## src/rtl/bus_arb.sv

```systemverilog
// bus_arb: arbitrates the fetch (I) and data (D) requesters onto the shared
// 16-bit external bus. Each 64-bit request is serialised into BEATS 16-bit
// beats. Read beats are reassembled little-endian and returned with a
// one-cycle acknowledge.
//
// Optional feature macro: BUS_TIMEOUT_EN
//   defined   - per-beat wait counter; a beat that waits TIMEOUT-1 cycles
//               aborts the transaction, acks with err=1, read data all ones
//   undefined - no counter, err is always 0, a missing dbv stalls forever
//
// Ports:
//   clk, rst             clock (rising edge), asynchronous active-high reset
//   i_addr/i_req         fetch request (read only)
//   i_data/i_ack         fetch read data and one-cycle completion pulse
//   d_addr/d_wdata/d_we  data request address, write payload, write enable
//   d_req                data request
//   d_data/d_ack         data read data and one-cycle completion pulse
//   err                  bus error, qualifies i_ack/d_ack
//   addr/data_out/r/w    external bus address, write beat, read/write strobes
//   data_in/dbv          external read beat and beat-done
module bus_arb #(
  parameter int PHY_ADDR = 48,
  parameter int BEATS    = 4,
  parameter int TIMEOUT  = 1024
) (
  input  logic                  clk,
  input  logic                  rst,
  input  logic [PHY_ADDR-1:0]   i_addr,
  input  logic                  i_req,
  output logic [16*BEATS-1:0]   i_data,
  output logic                  i_ack,
  input  logic [PHY_ADDR-1:0]   d_addr,
  input  logic [16*BEATS-1:0]   d_wdata,
  input  logic                  d_we,
  input  logic                  d_req,
  output logic [16*BEATS-1:0]   d_data,
  output logic                  d_ack,
  output logic                  err,
  output logic [PHY_ADDR-1:0]   addr,
  input  logic [15:0]           data_in,
  output logic [15:0]           data_out,
  output logic                  r,
  output logic                  w,
  input  logic                  dbv
);

  localparam int DW = 16 * BEATS;
  localparam int BW = (BEATS > 1) ? $clog2(BEATS) : 1;
  localparam logic [BW-1:0] LAST_BEAT = BW'(BEATS - 1);
  localparam logic [DW-1:0] ALL_ONES  = {DW{1'b1}};
  localparam logic OWN_I = 1'b0;
  localparam logic OWN_D = 1'b1;

  typedef enum logic [1:0] {
    IDLE = 2'd0,
    RD   = 2'd1,
    WR   = 2'd2,
    DONE = 2'd3
  } state_t;

  state_t              state_r;
  logic [BW-1:0]       beat_r;
  logic                rr_last_r;
  logic                owner_r;
  logic [PHY_ADDR-1:0] base_r;
  logic [DW-1:0]       wdata_r;
  logic [DW-1:0]       buf_r;

  logic                gnt_valid_s;
  logic                gnt_owner_s;
  logic [BW-1:0]       nxt_beat_s;
  logic                last_beat_s;
  logic [DW-1:0]       rd_word_s;
  logic                tmo_s;

  // Insert one 16-bit beat into a word; beat 0 occupies bits 15:0.
  function automatic logic [DW-1:0] put_beat(input logic [DW-1:0] word,
                                             input logic [BW-1:0] idx,
                                             input logic [15:0]   beat);
    logic [DW-1:0] res;
    res = word;
    res[16*idx +: 16] = beat;
    return res;
  endfunction

  // Extract one 16-bit beat from a word; beat 0 is bits 15:0.
  function automatic logic [15:0] get_beat(input logic [DW-1:0] word,
                                           input logic [BW-1:0] idx);
    return word[16*idx +: 16];
  endfunction

  // Byte address of a beat: base plus two bytes per beat, wrapping silently.
  function automatic logic [PHY_ADDR-1:0] beat_addr(input logic [PHY_ADDR-1:0] base,
                                                    input logic [BW-1:0]       idx);
    return base + (PHY_ADDR'(idx) << 1);
  endfunction

`ifdef BUS_TIMEOUT_EN
  localparam int TW = $clog2(TIMEOUT + 1);
  logic [TW-1:0] tcnt_r;

  assign tmo_s = (tcnt_r == TW'(TIMEOUT - 1)) && !dbv;

  // Per-beat wait counter: runs only while a beat is outstanding, clears on dbv.
  always_ff @(posedge clk or posedge rst) begin
    if (rst) begin
      tcnt_r <= {TW{1'b0}};
    end else if ((state_r == RD) || (state_r == WR)) begin
      if (dbv) begin
        tcnt_r <= {TW{1'b0}};
      end else begin
        tcnt_r <= tcnt_r + TW'(1);
      end
    end else begin
      tcnt_r <= {TW{1'b0}};
    end
  end
`else
  logic unused_s;

  assign tmo_s    = 1'b0;
  assign unused_s = (TIMEOUT == 0);
`endif

  // Round-robin pick: a lone requester wins; on a tie the port not served last wins.
  always_comb begin
    gnt_valid_s = 1'b0;
    gnt_owner_s = OWN_I;
    if (i_req && d_req) begin
      gnt_valid_s = 1'b1;
      gnt_owner_s = ~rr_last_r;
    end else if (i_req) begin
      gnt_valid_s = 1'b1;
      gnt_owner_s = OWN_I;
    end else if (d_req) begin
      gnt_valid_s = 1'b1;
      gnt_owner_s = OWN_D;
    end else begin
      gnt_valid_s = 1'b0;
      gnt_owner_s = OWN_I;
    end
  end

  // Beat bookkeeping and the read word including the beat currently on data_in.
  always_comb begin
    nxt_beat_s  = beat_r + BW'(1);
    last_beat_s = (beat_r == LAST_BEAT);
    rd_word_s   = put_beat(buf_r, beat_r, data_in);
  end

  // Transaction FSM; every bus-side and requester-side output is a register here.
  always_ff @(posedge clk or posedge rst) begin
    if (rst) begin
      state_r   <= IDLE;
      beat_r    <= {BW{1'b0}};
      rr_last_r <= OWN_I;
      owner_r   <= OWN_I;
      base_r    <= {PHY_ADDR{1'b0}};
      wdata_r   <= {DW{1'b0}};
      buf_r     <= {DW{1'b0}};
      addr      <= {PHY_ADDR{1'b0}};
      data_out  <= 16'h0000;
      r         <= 1'b0;
      w         <= 1'b0;
      i_ack     <= 1'b0;
      d_ack     <= 1'b0;
      err       <= 1'b0;
      i_data    <= {DW{1'b0}};
      d_data    <= {DW{1'b0}};
    end else begin
      case (state_r)
        IDLE: begin
          i_ack <= 1'b0;
          d_ack <= 1'b0;
          err   <= 1'b0;
          if (gnt_valid_s) begin
            owner_r   <= gnt_owner_s;
            rr_last_r <= gnt_owner_s;
            beat_r    <= {BW{1'b0}};
            wdata_r   <= d_wdata;
            if (gnt_owner_s == OWN_D) begin
              base_r <= d_addr;
              addr   <= d_addr;
            end else begin
              base_r <= i_addr;
              addr   <= i_addr;
            end
            if ((gnt_owner_s == OWN_D) && d_we) begin
              state_r  <= WR;
              w        <= 1'b1;
              r        <= 1'b0;
              data_out <= get_beat(d_wdata, {BW{1'b0}});
            end else begin
              state_r <= RD;
              r       <= 1'b1;
              w       <= 1'b0;
            end
          end else begin
            r <= 1'b0;
            w <= 1'b0;
          end
        end

        RD, WR: begin
          if (tmo_s || (dbv && last_beat_s)) begin
            // Last beat taken (or beat abandoned): drop strobes and ack the owner.
            state_r <= DONE;
            r       <= 1'b0;
            w       <= 1'b0;
            beat_r  <= {BW{1'b0}};
            err     <= tmo_s;
            if (owner_r == OWN_I) begin
              i_ack <= 1'b1;
            end else begin
              d_ack <= 1'b1;
            end
            if (state_r == RD) begin
              buf_r <= tmo_s ? ALL_ONES : rd_word_s;
              if (owner_r == OWN_I) begin
                i_data <= tmo_s ? ALL_ONES : rd_word_s;
              end else begin
                d_data <= tmo_s ? ALL_ONES : rd_word_s;
              end
            end
          end else if (dbv) begin
            beat_r <= nxt_beat_s;
            addr   <= beat_addr(base_r, nxt_beat_s);
            if (state_r == RD) begin
              buf_r <= rd_word_s;
            end else begin
              data_out <= get_beat(wdata_r, nxt_beat_s);
            end
          end
        end

        DONE: begin
          i_ack   <= 1'b0;
          d_ack   <= 1'b0;
          err     <= 1'b0;
          r       <= 1'b0;
          w       <= 1'b0;
          beat_r  <= {BW{1'b0}};
          state_r <= IDLE;
        end

        default: begin
          state_r <= IDLE;
          r       <= 1'b0;
          w       <= 1'b0;
          i_ack   <= 1'b0;
          d_ack   <= 1'b0;
          err     <= 1'b0;
          beat_r  <= {BW{1'b0}};
        end
      endcase
    end
  end

endmodule

```

## config.mk

```make
export PLATFORM = sky130hd
export DESIGN_NAME = bus_arb
export DESIGN_NICKNAME = d
export VERILOG_FILES = /design/src/rtl/bus_arb.sv
export SDC_FILE = /design/constraint.sdc
export NUM_CORES = 1
export LEC_CHECK = 0
export CAP_MARGIN = 0
export CORE_MARGIN = 3
export CORE_UTILIZATION = 51
export CTS_CLUSTER_SIZE = 10
export DETAILED_ROUTE_END_ITERATION = 12
export PLACE_DENSITY_LB_ADDON = 0.3
export REMOVE_ABC_BUFFERS = 1
export SETUP_SLACK_MARGIN = 0.5
export SYNTH_ARGS = -nofsm -noshare
export SYNTH_HDL_FRONTEND = slang
export SYNTH_SLANG_ARGS = --single-unit
```

## constraint.sdc

```tcl
create_clock -name clk -period 17.6 [get_ports clk]
set_input_delay 2.64 -clock clk [delete_from_list [all_inputs] [get_ports clk]]
set_output_delay 2.64 -clock clk [all_outputs]
set_load 0.02 [all_outputs]
```

==> results.py <==
metrics = {
    "outcome": {
        "outcome": "completed",
    },
    "critical_path": {
        "crit_arrival_ps": 6250,
        "crit_required_ps": 18020,
        "path_max_fanout": 52,
        "end_kind": "flop",
        "startpoint_type": "input port",
        "worstSetupPathType": "input port to flop",
    },
    "clock_tree": {
        "cts.sinks": 377,
        "cts_buffer_depth": 3,
        "cts_tree": "done",
        "hold_buffers": 0,
        "clk_pin_slew_ps": 50,
        "clk-insertion-delay-late_ps": 540,
        "cts_buffers": 44,
        "cts-root-buf": "clkbuf_16",
        "cts-resized-gates": 0,
        "post-cts-setup-buffer-count": 0,
        "h-tree-depth": 2,
    },
    "layout": {
        "fill_cells": 2384,
        "seq_area_um2": 9430,
        "multi_input_area_um2": 6920,
        "syn2layout_area_growth_pct": 31.2,
        "drive_above_1_share_pct": 8.77,
        "final_cell_mix": "dfrtp_1, clkdlybuf4s50_1, o21ai_0",
        "final_net_count": 2079,
    },
    "synthesis": {
        "yosys_warnings": 0,
        "syn_area_per_cell_um2": 10.7,
        "synth-main-ff-cell": "dfrtp_1",
        "ys_seq_area_share_pct": 56.2,
        "synth_area_um2": 16800,
        "ys_async_sr_fraction_pct": 100,
        "synth_cell_types": 56,
        "synth_edf_count": 0,
        "netlist_instances": 1569,
        "ys_ff_latch": 377,
    },
    "detailed_routing": {
        "vias": 13200,
        "routed_wire_length_per_instance_um": 19.6,
        "drc": 0,
        "dr.pass1.iters": 5,
        "routed_wl_um": 45700,
        "drt_iter0_drc": 719,
        "viasPerCell": 5.69,
        "antenna_left": 0,
    },
    "floorplanning": {
        "rows": 65,
        "die_h_um": 187,
        "dieWidth_um": 187,
        "ioPinCount": 379,
        "die_area_um2": 35100,
        "core_um2": 32000,
        "start_util_pct": 52.5,
    },
    "global_route": {
        "grt_pass1_wl_um": 73600,
        "grt_pass1_vias": 13400,
        "grt_max_degree": 174,
        "grt.total_usage_pct": 25.8,
        "antenna_found_initial": 3,
        "grt-ovfl-total": 0,
    },
    "sta": {
        "layout_worst_path_cycle_share_pct": 33.1,
        "tightest_slew_ps": 1190,
        "hold_viol": 0,
        "rsz0062_at_grt": "false",
        "finalSetupViolCount": 0,
        "fin_setup_tns_ps": 0,
        "slew_headroom_pct": 20.3,
        "slew_violations": 0,
        "skew_ps": 13.0,
        "period_needed_ps": 5820,
        "max_freq_mhz": 172,
        "whs_ps": 474,
    },
    "placed_design": {
        "dpl.hpwl_um": 30600,
        "portBuffers": 377,
        "gp_congestion": 0.811,
    },
    "min_path": {
        "min_path_type": "flop to flop",
    },
    "power_and_ir_drop": {
        "leakage_nw": 9.31,
        "finalPower_mw": 3.50,
        "irDropWorstVdd_mv": 0.115,
        "cellPowerDensity_nw_per_um2": 159,
    },
    "run": {
        "max_cap_viol_count": 0,
    },
}
metrics by stage:
stage | std cells | cell area (um^2) | setup slack, ps | utilization [%]
global placement | 2273 | 20800 | 11580 | 65.1
finish | 2329 | 22000 | 11780 | 68.9
global route | 2329 | 22000 | 11490 | 68.9
CTS | 2328 | 22000 | 11910 | 68.9
detailed placement | 2273 | 20800 | 11400 | 65.1
floorplan | 1448 | 16300 | 4490 | -
power breakdown:
part	internal (mW)	leakage [nW]	total (mW)	switching [mW]
Combinational	0.617	3.85	1.40	0.787
Clock	0.453	0.578	0.792	0.339
Sequential	1.13	4.87	1.31	0.181
layer usage:
layer / vias up / track usage (%) / wire length (um) / share of wire [%]
met5: - / 0 / 27 / 0.059
met4: 4 / 9.75 / 1790 / 3.9
met3: 107 / 5.15 / 3270 / 7.2
met2: 503 / 42.7 / 22100 / 48
met1: 6513 / 33.9 / 18600 / 41
li1: 6121 / - / - / -
flip-flops by register name, indices dropped and copies added (netlist names):
register,cells
d_ack,1
buf_r,64
data_out,16
owner_r,1
addr,48
i_data,64
r,1
beat_r,2
i_ack,1
wdata_r,64
d_data,64
state_r,2
w,1
base_r,48
worst paths after layout:
kind | slack, ps | depth (start not counted) | startpoint | to
max | 11780 | 5 | dbv | beat_r[0]
min | 470 | 2 | d_data[11] | d_data[11]
max reg2reg | 13180 | 7 | state_r[0] | beat_r[0]
min reg2reg | 470 | 2 | d_data[11] | d_data[11]
max in group asynchronous | 12560 | 4 | rst | buf_r[52]
min in group asynchronous | 2690 | 2 | rst | i_data[25]
critical path, stage by stage:
cell and delay, ps:
clkdlybuf4s50_1 870, nand3b_1 250, a21oi_4 960, nand2_1 1030, o21ai_0 490
kinds of logic (layout without fill, tap and decap cells):
family / count (synthesis) / count (layout) / share of synthesized area [%]
AND/OR/NAND/NOR: 392 / 392 / 11.2
XOR/XNOR: 42 / 42 / 2.19
multiplexers: 148 / 148 / 10.5
AO/OA/AOI/OAI: 467 / 467 / 15.8
flip-flops: 377 / 377 / 56.2
other: 1 / 2 / 0.0223
buffers and inverters: 129 / 453 / 3.07
adder cells (fa/ha/maj): 13 / 13 / 1.01
cell usage after synthesis, types with 2 or more instances:
library cell,number,area (um^2)
a211oi_1,2,15.0
a21o_1,4,30.0
a21oi_1,109,546
a22o_1,70,613
a31oi_1,3,18.8
a41oi_1,2,17.5
and3_1,8,50.1
and3_2,3,22.5
and4_1,3,26.3
buf_1,2,7.51
buf_2,6,30.0
clkbuf_1,101,379
clkbuf_2,10,50.1
dfrtp_1,377,9430
ha_1,12,150
inv_1,7,26.3
mux2_2,67,754
mux2i_1,65,651
mux4_2,16,360
nand2_1,211,792
nand3_1,25,125
nand4_1,13,81.3
nor2_1,36,135
nor2b_1,64,400
nor3_1,11,55.1
nor4_1,3,18.8
nor4_4,2,42.5
o21ai_0,255,1280
o21ai_1,14,70.1
o22a_1,2,17.5
xnor2_1,9,78.8
xor2_1,33,289
area by class of cell:
cell class,count,area share [%]
well taps,435,2.47
inverters,8,0.171
multi-input cells,1063,31.4
clock buffers,51,5.17
flip-flops and latches,377,42.9
clock inverters,4,0.239
diodes,1,0.0114
repair buffers,390,17.6
Note: power is estimated with default switching activity, not from simulation.
